File: config.mk
export PLATFORM = sky130hd
export DESIGN_NAME = ram16k_arbiter
export DESIGN_NICKNAME = d
export VERILOG_FILES = /design/src/rtl/ram16k_arb_pkg.sv /design/src/rtl/rr_arbiter2.sv /design/src/rtl/ram16k_arbiter.sv
export SDC_FILE = /design/constraint.sdc
export NUM_CORES = 1
export LEC_CHECK = 0
export CORE_MARGIN = 2
export CORE_UTILIZATION = 39
export DETAILED_ROUTE_END_ITERATION = 8
export GPL_TIMING_DRIVEN = 0
export PLACE_DENSITY = 0.85
export SLEW_MARGIN = 40
export SYNTH_ARGS = -nofsm -noshare
export SYNTH_HDL_FRONTEND = slang
export SYNTH_HIERARCHICAL = 1
export SYNTH_SLANG_ARGS = --single-unit
File: constraint.sdc
create_clock -name clk -period 4.7 [get_ports clk]
set_clock_uncertainty 0.05 [all_clocks]
set_input_delay 0.705 -clock clk [delete_from_list [all_inputs] [get_ports clk]]
set_output_delay 0.705 -clock clk [all_outputs]
set_load 0.01 [all_outputs]
File: src/rtl/ram16k_arb_pkg.sv
// Shared types and default sizes for the RAM16K arbiter slice.
package ram16k_arb_pkg;

  localparam int unsigned ADDR_W_DFLT = 14;
  localparam int unsigned DATA_W_DFLT = 16;
  localparam int unsigned DEPTH       = 16384;

  typedef enum logic {
    RUN   = 1'b0,
    CLEAR = 1'b1
  } state_e;

endpackage

File: src/rtl/rr_arbiter2.sv
// Two-way round-robin pick; when both request, the side not granted last wins.
module rr_arbiter2 (
  input  logic       req_a,
  input  logic       req_b,
  input  logic       last_b,
  output logic [1:0] gnt_c
);

  always_comb begin
    gnt_c    = 2'b00;
    gnt_c[0] = req_a & (~req_b | last_b);
    gnt_c[1] = req_b & (~req_a | ~last_b);
  end

endmodule

File: src/rtl/ram16k_arbiter.sv
// Two-port front end and clear sequencer for an external RAM16K (combinational read).
module ram16k_arbiter
  import ram16k_arb_pkg::*;
#(
  parameter int unsigned       ADDR_W    = ADDR_W_DFLT,
  parameter int unsigned       DATA_W    = DATA_W_DFLT,
  parameter logic [DATA_W-1:0] CLR_VALUE = DATA_W'(16'h0000)
) (
  input  logic              clk,
  input  logic              reset,
  input  logic              a_req,
  input  logic              a_we,
  input  logic [ADDR_W-1:0] a_addr,
  input  logic [DATA_W-1:0] a_wdata,
  output logic              a_gnt,
  output logic              a_rvalid,
  output logic [DATA_W-1:0] a_rdata,
  input  logic              b_req,
  input  logic              b_we,
  input  logic [ADDR_W-1:0] b_addr,
  input  logic [DATA_W-1:0] b_wdata,
  output logic              b_gnt,
  output logic              b_rvalid,
  output logic [DATA_W-1:0] b_rdata,
  input  logic              clr_start,
  output logic              clr_busy,
  output logic              clr_done,
  output logic              ram_load,
  output logic [ADDR_W-1:0] ram_address,
  output logic [DATA_W-1:0] ram_in,
  input  logic [DATA_W-1:0] ram_out
);

  localparam logic [ADDR_W-1:0] CNT_LAST = '1;

  state_e            state_q, state_d;
  logic [ADDR_W-1:0] cnt_q, cnt_d;
  logic              clr_done_d;
  logic              last_b_q;
  logic              run_en;
  logic [1:0]        pick_c;

  // State, clear counter and completion pulse
  always_ff @(posedge clk) begin
    if (reset) begin
      state_q  <= RUN;
      cnt_q    <= '0;
      clr_done <= 1'b0;
    end else begin
      state_q  <= state_d;
      cnt_q    <= cnt_d;
      clr_done <= clr_done_d;
    end
  end

  // Clear leaves from the last address straight to RUN, so the counter never wraps
  always_comb begin
    state_d    = state_q;
    cnt_d      = cnt_q;
    clr_done_d = 1'b0;
    case (state_q)
      RUN: begin
        cnt_d = '0;
        if (clr_start) state_d = CLEAR;
      end
      CLEAR: begin
        if (cnt_q == CNT_LAST) begin
          state_d    = RUN;
          cnt_d      = '0;
          clr_done_d = 1'b1;
        end else begin
          cnt_d = cnt_q + ADDR_W'(1);
        end
      end
      default: state_d = RUN;
    endcase
  end

  assign clr_busy = (state_q == CLEAR);
  assign run_en   = (state_q == RUN) && !reset;

  rr_arbiter2 u_rr (
    .req_a  (a_req),
    .req_b  (b_req),
    .last_b (last_b_q),
    .gnt_c  (pick_c)
  );

  assign a_gnt = run_en & pick_c[0];
  assign b_gnt = run_en & pick_c[1];

  // RAM pin mux: clear sequencer, then granted requester, else idle
  always_comb begin
    ram_load    = 1'b0;
    ram_address = '0;
    ram_in      = '0;
    if (clr_busy) begin
      ram_load    = !reset;
      ram_address = cnt_q;
      ram_in      = CLR_VALUE;
    end else if (a_gnt) begin
      ram_load    = a_we;
      ram_address = a_addr;
      ram_in      = a_wdata;
    end else if (b_gnt) begin
      ram_load    = b_we;
      ram_address = b_addr;
      ram_in      = b_wdata;
    end
  end

  always_ff @(posedge clk) begin
    if (reset) begin
      last_b_q <= 1'b1;
    end else if (a_gnt) begin
      last_b_q <= 1'b0;
    end else if (b_gnt) begin
      last_b_q <= 1'b1;
    end
  end

  // Read capture; rdata holds until that requester's next read
  always_ff @(posedge clk) begin
    if (reset) begin
      a_rvalid <= 1'b0;
      b_rvalid <= 1'b0;
      a_rdata  <= '0;
      b_rdata  <= '0;
    end else begin
      a_rvalid <= a_gnt & ~a_we;
      b_rvalid <= b_gnt & ~b_we;
      if (a_gnt && !a_we) a_rdata <= ram_out;
      if (b_gnt && !b_we) b_rdata <= ram_out;
    end
  end

endmodule

## Word-level counts from Yosys, hierarchy flattened

Cells that the tools add are included.
Widths: inputs -> output; s select.

- Flip-flop bits (word level): 51
- Output and inout port bits: 69
- Bits of input ports: 83
- Logic and storage cells: 49

- Bitwise logic cells: 14
- Equal/unequal tests: 1
- Add/subtract/negate cells: 1
- Mux-type cells: 17
- Reductions and logical operators: 8

Operator list:

| cell | number |
|---|---|
| $mux 14 | 4 |
| $mux 16 | 3 |
| $pmux 14 s2 | 1 |
| $add 14x1->14 const B | 1 |
| $eq 14x14->1 const B | 1 |
| $mux 1 | 8 |
| $and 1x1->1 | 6 |
| $not 1->1 | 6 |
| $logic_and 1x1->1 | 3 |
| $logic_not 1->1 | 3 |
| $or 1x1->1 | 2 |
| $pmux 1 s2 | 1 |
| $reduce_bool 2->1 | 1 |
| $reduce_or 2->1 | 1 |

## Depth between registers and ports, before layout

- Depth in word-level cells: 7
- Depth in mapped cells: 9
- Mapped depth without buffers: 7

## Hierarchy

Netlist, hierarchy kept.

By module, submodules not included:

| module | times used | cells each | area each (µm²) |
|---|---|---|---|
| ram16k_arbiter | 1 | 291 | 2368.5 |
| rr_arbiter2 | 1 | 3 | 18.8 |

## Worst setup path before layout

Ideal clock, no wire load.

- Path type: input-to-output
- Start: input port b_req
- End: output port ram_address[10]
- Arrival time: 1.925 ns
- Path slack: 2.020 ns
- Stages on the path: 6
- Required time: 3.945 ns
- Path buffers: 1
- Path through: a21boi_0 > or3b_4 > nor2_1 > buf_2 > a221oi_1 > a21oi_1

- Longest elaborated chain between the ends: 6
- Elaborated cells between the ends (all ways): 9

RTL lines:

| what | RTL line | source |
|---|---|---|
| start: declaration | ram16k_arbiter.sv:18 | `input logic b_req,` |
| $not 1->1 | rr_arbiter2.sv:11 | `gnt_c[0] = req_a & (~req_b \| last_b);` |
| $or 1x1->1 | rr_arbiter2.sv:11 |  |
| $and 1x1->1 | rr_arbiter2.sv:11 |  |
| $and 1x1->1 | ram16k_arbiter.sv:89 | `assign a_gnt = run_en & pick_c[0];` |
| $mux 14 (*) | ram16k_arbiter.sv:101 | `end else if (a_gnt) begin` |
| $mux 14 (*) | ram16k_arbiter.sv:97 | `if (clr_busy) begin` |
| end: declaration | ram16k_arbiter.sv:29 | `output logic [ADDR_W-1:0] ram_address,` |

Every way passes the cells marked *; elsewhere a longest branch is shown, timed or not.

## Final worst setup path

- Start: input port a_req
- End: output port ram_address[11]

- Elaborated cells between the ends (all ways): 9

RTL lines:

| what | RTL line | source |
|---|---|---|
| start: declaration | ram16k_arbiter.sv:11 | `input logic a_req,` |
| $and 1x1->1 | rr_arbiter2.sv:11 |  |
| net pick_c[0] | ram16k_arbiter.sv:41 | `logic [1:0] pick_c;` |
| $and 1x1->1 | ram16k_arbiter.sv:89 |  |
| $mux 14 | ram16k_arbiter.sv:101 |  |
| $mux 14 | ram16k_arbiter.sv:97 |  |

The timed path passes the listed nets, and every way through them passes these cells.

==> key figures <==
Status
  – Status: finished clean

Synth
  – Post-Syn Area per Cell: 8.12 um^2
  – Seq/Total Area, Yosys: 0.428
  – Post-synthesis cell type count: 33
  – Cells after Synth: ~290
  – Area leader, netlist: dfxtp_1
  – Syn Nets: about 380
  – Synth area leaders: dfxtp_1 (43%), nand2_1 (9.6%), a21oi_1 (9.0%), a22o_1 (5.9%), a221oi_1 (5.1%)
  – Mapped Area: 0.00239 mm^2
  – Flops & latches, synth: ~50
  – Synth warn: 6
  – Top cell type's share of synthesized area: 0.428

Placed design
  – Gp weighted congestion: 0.798
  – Area after DPL: between 0.003 and 0.004 mm^2
  – Port Buffer Count: approximately 150
  – Post-DP HPWL: around 6300 um

Worst hold path
  – Hold Crit Class: reg2reg

CTS
  – Root buf cell: clkbuf_8
  – TritonCTS clock tree: done
  – Hold_buf cts: 0
  – CTS Buf Count: 5
  – Postcts setup bufs: 0
  – Clk pin slew, worst setup/hold paths: ~0.090 ns
  – Worst-Skew Late Latency: slightly above 0.3 ns
  – H-tree lvl count: 2
  – Maximum clock insertion buffer count: 2
  – TritonCTS Sinks: between 50 and 60
  – PostCTS Resize Cnt: 0

Power
  – Leakage Power: between 1 and 1.5 nW
  – Tot Pwr: 0.984 mW
  – VDD IR max: 0.130 mV
  – Ratio of total power to cell area: around 240 mW/mm^2

Timing
  – Slew @ Worst Pin: 0.653 ns
  – Hold Violations, Final: 0
  – Slew headroom: 0.564
  – Minimum clock period: 3.96 ns
  – Highest Clock Rate: 253 MHz
  – Setup TNS: 0 ns
  – Unrepaired setup endpoints after global routing: no
  – Final setup violation count: 0
  – Final period util: 0.842
  – Final Slew Violations: 0

Flow run
  – Number of max-cap violations: 0

Routing
  – Routed Antenna Nets: 0
  – Drt initial violations: between 50 and 60
  – Vias: 2644
  – DR DRC count: 0
  – First-pass iteration count of the detailed router: 4
  – Drt wl/cell: roughly 15 um
  – DR vias/cell: around 5.0
  – Final wirelength: 7690 um

Worst setup path
  – CP required: just under 4 ns
  – Crit path kind: in2out
  – Critical path launch point type: input port
  – Crit end category: primary output
  – Critical Path AT: 3.20 ns
  – Crit-path max FO: 10

Final layout
  – Design area: a little over 0.004 mm^2
  – Inserted Diodes: 0
  – Layout cell share with drive strength beyond 1: 0.0905
  – Most common cell after layout, fill and taps aside: clkdlybuf4s50_1
  – Commonest non-fill, non-tap cells in the layout: clkdlybuf4s50_1 (151), nand2_1 (61), dfxtp_1 (51)
  – Area Overhead vs Synth: 71.4%
  – Nets: between 500 and 600

Floorplan
  – Die footprint: between 0.006 and 0.007 mm^2
  – Chip width: approximately 82 um
  – # rows: 28
  – Number of top-level pins: 152
  – Core area: between 0.005 and 0.006 mm^2
  – Initial Util: 0.403
  – Die height: roughly 82 um

Global routing
  – First-pass GRT wire length: 11500 um
  – Gr usage total: 0.218
  – Largest net degree at the start of global routing: 17
  – Remaining global-route overflow: 0
  – Initial antenna violation count: 0
  – Via count of the first global-routing pass: around 2500
==> flip-flops by register name (all words and copies together) (netlist names) <==
| name | cells |
|---|---|
| b_rdata | 16 |
| cnt_q | 14 |
| last_b_q | 1 |
| a_rvalid | 1 |
| b_rvalid | 1 |
| clr_done | 1 |
| a_rdata | 16 |
| clr_busy | 1 |
==> metrics by stage <==
step,worst slack [ns],cells,utilization,hold slack [ns]
2_1_floorplan,2.02,294,-,0.387
5_1_grt,0.597,528,0.691,0.432
6_report,0.744,528,0.691,0.414
3_5_place_dp,0.714,520,0.674,0.401
4_1_cts,0.706,528,0.691,0.414
3_3_place_gp,0.755,520,0.674,0.392
==> area by class of cell <==
class                           count  area [um^2]
Timing Repair Buffer              151         1510
Fill cell                         509         1830
Multi-Input combinational cell    203         1170
Buffer                             21          123
Sequential cell                    51         1020
Inverter                           19         76.3
Tap cell                           75         93.8
Clock inverter                      2         16.3
Clock buffer                        6         82.6
==> critical path: stages <==
cell and delay, ns:
clkdlybuf4s50_1 0.47, a21boi_1 0.25, nor3b_2 0.43, clkbuf_1 0.43, a221oi_1 0.18, a21oi_1 0.17, clkdlybuf4s50_1 0.56
==> kinds of logic (layout without fill, tap and decap cells) <==
logic type               Yosys count  in the layout  share of synthesized area
AO/OA/AOI/OAI                     88             88                      0.249
adder cells (fa/ha/maj)            1              1                    0.00524
AND/OR/NAND/NOR                  105            105                      0.202
XOR/XNOR                           9              9                     0.0330
buffers and inverters             40            199                     0.0833
flip-flops                        51             51                      0.428
==> where the power goes <==
part | internal [mW] | total, mW | switching [mW] | leakage, nW
combinational | 0.158 | 0.266 | 0.108 | 0.947
sequential | 0.443 | 0.449 | 0.00623 | 0.413
clock | 0.120 | 0.269 | 0.148 | 0.0474
total | 0.722 | 0.984 | 0.262 | 1.41
==> per-layer routing <==
layer	up-vias	global-route usage	part of all wire
met3	8	0.0446	0.069
met5	-	0	0
met1	1196	0.254	0.42
met2	114	0.406	0.51
li1	1326	-	-
met4	0	0.0500	0.0081
==> final timing paths <==
check / from / to / slack, ns / depth (start not counted)
max: a_req / ram_address[11] / 0.74 / 7
min: a_rdata[4] / a_rdata[4] / 0.41 / 2
max reg2reg: last_b_q / a_rdata[0] / 2.73 / 9
min reg2reg: a_rdata[4] / a_rdata[4] / 0.41 / 2
==> Yosys cell counts <==
| master | count |
|---|---|
| a21boi_0 | 1 |
| a21boi_1 | 1 |
| a21oi_1 | 43 |
| a21oi_2 | 9 |
| a221oi_1 | 14 |
| a22o_1 | 16 |
| and3_1 | 1 |
| and4_1 | 3 |
| buf_12 | 1 |
| buf_2 | 7 |
| buf_4 | 1 |
| buf_6 | 2 |
| clkbuf_1 | 10 |
| clkinv_4 | 1 |
| dfxtp_1 | 51 |
| ha_1 | 1 |
| inv_1 | 17 |
| inv_2 | 1 |
| nand2_1 | 61 |
| nand2_2 | 9 |
| nand2b_1 | 2 |
| nand3_1 | 5 |
| nand3b_1 | 1 |
| nand4_1 | 2 |
| nor2_1 | 14 |
| nor3_1 | 1 |
| nor3b_2 | 1 |
| o21ai_0 | 3 |
| o21bai_1 | 1 |
| or2_1 | 1 |
| or3_1 | 3 |
| or3b_4 | 1 |
| xnor2_1 | 9 |
(Power assumes the default switching activity.)
==> RTL edit 1 (same flow settings) <==
Set the package constant `DATA_W_DFLT` to 32 (it was 16).
--- a/src/rtl/ram16k_arb_pkg.sv
+++ b/src/rtl/ram16k_arb_pkg.sv
@@ -3,5 +3,5 @@
 
   localparam int unsigned ADDR_W_DFLT = 14;
-  localparam int unsigned DATA_W_DFLT = 16;
+  localparam int unsigned DATA_W_DFLT = 32;
   localparam int unsigned DEPTH       = 16384;
 
Interface: changed (6 resized); port bits go from 152 to 248. The function was not compared with the original's and may differ.
==> RTL edit 1 against the unedited design <==
  * Synthesized area rose by 53%
  * Sequential cell count rose by 32
  * Clock power rose by 78%
  * Die area rose by 50%
  * Routed wire length rose by 73%
  * Setup slack got worse by 230 ps
  * Via count rose by 64%
  * Final area rose by 58%
  * Total power rose by 58%
  * Largest power group unchanged
==> RTL edit 1: results (changes against the unedited design) <==
[detailed_routing]
via_count=4347  ; +64%
routedLengthMet1_mm=5.09  ; +59%
met3_length_mm=1.04  ; +97%
wl_per_cell_microns=15.9  ; +9.2%
routed_wl_mm=13.3  ; +73%
drt_iter0_markers=113  ; +100%
wl_met2_mm=6.54  ; +68%

[grt]
track_usage_pct=25.2  ; +3.4 points
grt_max_degree=16  ; -1
use_met2_pct=44.1  ; +3.5 points
use_met3_pct=6.03  ; +1.6 points
grt_pass1_vias=4231  ; +67%
use_met1_pct=28.2  ; +2.8 points
grt_pass1_wl_mm=20.3  ; +77%

[layout]
reg.largest.list=a_rdata: 32 flops, b_rdata: 32 flops, cnt_q: 14 flops
fin_nets=852  ; +59%
diodes=0  ; unchanged
drive_gt1_share_pct=5.38  ; -3.7 points

[placement]
dpl.hpwl_mm=10.7  ; +69%
gp_congestion=0.831  ; +4.1%
pre_cts_ws_ps=497  ; -217 ps
io_buffers=247  ; +64%
placedCellCount=820  ; +58%

[worst_setup_path]
max_stage_delay_ps=620  ; +60 ps
arrival_ps=3440  ; +240 ps

[power]
power.leakage_nw=2.28  ; +62%
p_int_mw=1.14  ; +58%
ir_worst_vdd_uv=123  ; -5.4%

[logic_synthesis]
yosysUniqueCellTypes=41  ; +24%
synthTopCellsByArea=dfxtp_1 46%, nand2_1 17%, a21oi_1 9.6%
synth_compound_area_share_pct=23.8  ; -1.1 points
synth.net_count=594  ; +57%
syn_inst=462  ; +57%
yosys-top-cells-count=161 x nand2_1, 83 x dfxtp_1, 70 x a21oi_1
yosys.area_share.adder_pct=0.343  ; -0.18 points
ys_seq_area_share_pct=45.5  ; +2.7 points

[cts]
numCtsBuffers=9  ; +4
h-tree-depth=3  ; +1

[timing]
slew-limit-headroom_pct=63.1  ; +6.6 points

[outcome]
outcome=completed

[min_path]
hold_path_class=reg -> reg

==> RTL edit 1: cell count changes in the layout (fill, tap and decap cells not counted), moves of 16 or more <==
cell and change:
nand2_1 +100, dfxtp_1 +32, a21oi_1 +27, a22o_1 +16, clkdlybuf4s50_1 +96
==> RTL edit 1: final timing paths <==
kind | startpoint | endpoint | slack [ps] | depth (start not counted)
worst min register to register | a_rdata[28] | a_rdata[28] | 410 | 2
worst max-delay path | a_req | ram_in[29] | 510 | 7
worst min-delay path | a_rdata[28] | a_rdata[28] | 410 | 2
worst max register to register | last_b_q | a_rdata[9] | 2550 | 8
==> RTL edit 1: per-stage QoR <==
step           power [mW]  area (sq um)  util (%)
6_report             1.56          6450      70.4
5_1_grt              1.62          6450      70.4
4_1_cts              1.56          6450      70.4
3_5_place_dp         1.09          6260      68.4
3_3_place_gp         1.09          6260      68.4
2_1_floorplan       0.864          3650         -
==> RTL edit 1: layout make-up <==
class	instances	area, sq um
repair buffers	247	2470
plain buffers	37	201
fillers	742	2710
multi-input cells	335	1760
clock inverters	6	47.5
well taps	111	139
flip-flops and latches	83	1660
inverters	7	31.3
clock buffers	10	138
==> RTL edit 1: cell families after synthesis <==
logic type,after synthesis
buf+inv,44
xor+xnor,3
simple gates,196
flops,83
compound gates,135
fa+ha+maj,1
==> RTL edit 1: power groups by stage <==
stage          Sequential (mW)  Clock (mW)  Combinational [mW]
2_1_floorplan            0.755           0               0.109
3_3_place_gp             0.748           0               0.340
3_5_place_dp             0.749           0               0.345
4_1_cts                  0.733       0.484               0.347
5_1_grt                  0.735       0.514               0.370
6_report                 0.733       0.480               0.346
==> RTL edit 1: worst max-delay path, delay by kind of cell <==
kind            cells  cell delay, ps
compound gates      2             630
buf+inv             4            1730
simple gates        1             370
==> RTL edit 2 (config.mk and constraints unchanged) <==
Without the edit above. Reset style: asynchronous (`reset`), changed in 3 clocked blocks.
--- a/src/rtl/ram16k_arbiter.sv
+++ b/src/rtl/ram16k_arbiter.sv
@@ -42,5 +42,5 @@
 
   // State, clear counter and completion pulse
-  always_ff @(posedge clk) begin
+  always_ff @(posedge clk or posedge reset) begin
     if (reset) begin
       state_q  <= RUN;
@@ -110,5 +110,5 @@
   end
 
-  always_ff @(posedge clk) begin
+  always_ff @(posedge clk or posedge reset) begin
     if (reset) begin
       last_b_q <= 1'b1;
@@ -121,5 +121,5 @@
 
   // Read capture; rdata holds until that requester's next read
-  always_ff @(posedge clk) begin
+  always_ff @(posedge clk or posedge reset) begin
     if (reset) begin
       a_rvalid <= 1'b0;
Function: differs if reset is asserted again (counterexample within 4 cycles, from zero or initial values and one cycle with reset high); with reset held inactive, the same outputs for 10 cycles.
==> RTL edit 2 against the unedited design <==
  * Final cell count shrank 15%
  * Synthesized area increased by 6.8%
  * Non-clock buffer count shrank 6
  * Routed wire length grew 1.3%
  * Sequential share of layout area is 4.8 points higher
  * Final area increased by 4.9%
  * Sequential cell count unchanged
  * Fmax is 4.6% higher
  * Setup slack better by 180 ps
Power is not compared: it rests on default switching activity, and its combinational part moved more than twofold at a synthesized area within 25%.
==> RTL edit 2: results (changes against the unedited design) <==
[grt]
grt_max_degree=31  ; +14
grt_pass1_wl_mm=12.5  ; +8.5%
track_usage_pct=21.8  ; about the same
grt_pass1_vias=2497  ; -1.2%

[cts]
cts_resized=0  ; unchanged
numCtsBuffers=5  ; unchanged

[outcome]
outcome=completed

[logic_synthesis]
async_flop_share_pct=100  ; +100 points
synthTopCellsByArea=dfrtp_1 49%, a22o_1 10%, mux2_2 10%
yosys-top-cells-count=50 x dfrtp_1, 30 x a22o_1, 23 x mux2_2
ys_seq_area_share_pct=50.1  ; +7.4 points
synth.net_count=297  ; -21%
yosys_warnings=6  ; unchanged
yosysUniqueCellTypes=32  ; -3.0%

[worst_setup_path]
critical_path_peak_fanout=10  ; unchanged
arrival_ps=3030  ; -170 ps
max_stage_delay_ps=520  ; -40 ps

[placement]
io_buffers=151  ; unchanged
dpl.hpwl_mm=6.21  ; -1.5%
gp_congestion=0.841  ; +5.3%

[layout]
final-nonclk-buf-share_pct=37.8  ; -2.1 points
filler_cell_count=466  ; -8.4%
fin_nets=456  ; -15%
drive_gt1_share_pct=13.9  ; +4.9 points
nFlopsAndLatches=51  ; unchanged
multi_input_comb_area_sq_um=1160  ; -0.54%
num-multi-input-gates=143  ; -30%
nClkBuffers=6  ; unchanged
regArea_sq_um=1280  ; +25%
buffers_excl_clock=166  ; -3.5%
clkCellAreaFrac_pct=2.60  ; +0.18 points
num-nonclk-inverters=5  ; -14

[detailed_routing]
drt_iter0_markers=143  ; +160%
drc=0  ; unchanged
routed_wl_mm=7.79  ; +1.3%
drt.antenna.violating_nets=0  ; unchanged
via_per_inst=5.21  ; +4.1%

[timing]
slew-limit-headroom_pct=68.2  ; +12 points

## RTL edit 2: changes by cell type after synthesis, moves of 15 or more
cell and delta:
dfrtp_1 +50, dfxtp_1 -51, a21oi_1 -39, mux2_2 +23, nand2_1 -54, a21o_1 +15
## RTL edit 2: cells by family (layout without fill, tap and decap cells)
family	after synthesis	in the layout	synth area share, %
xor+xnor	11	11	3.78
compound gates	53	53	16.6
simple gates	46	46	9.18
buf+inv	19	179	4.32
flops	51	51	50.1
fa+ha+maj	1	1	0.491
mux	32	32	15.5
## RTL edit 2: path summary, 6_finish.rpt
path	start	end	slack, ps	cells past startpoint
worst max-delay path	a_req	ram_address[1]	920	8
worst min-delay path	b_rdata[8]	b_rdata[8]	460	1
worst max register to register	last_b_q	a_rdata[2]	2580	8
worst min register to register	b_rdata[8]	b_rdata[8]	460	1
max in group asynchronous	reset	last_b_q	3360	3
min in group asynchronous	reset	b_rdata[11]	720	2
## RTL edit 2: per-stage QoR
stage	worst slack, ps	cell area (sq um)	power [mW]	util, %	std cells
final	919	4290	0.870	67.6	450
after global routing	729	4290	0.905	67.6	450
after CTS	882	4290	0.878	67.6	450
after detailed placement	907	4180	0.574	65.8	442
after global placement	908	4160	0.569	65.5	441
after floorplan	2160	2550	0.479	-	213
## RTL edit 2: routing by layer
metal	vias to the layer above	global-route usage (%)	wire length, microns
li1	1096	-	-
met1	1139	26.1	3130
met2	97	38.6	3960
met3	13	5.74	556
met4	0	6.35	142
met5	-	0	0
## RTL edit 2: where the power goes
group | switching [mW] | internal (mW) | total [mW]
logic | 0.0330 | 0.0814 | 0.114
clock network | 0.145 | 0.161 | 0.306
registers | 0.00409 | 0.446 | 0.450
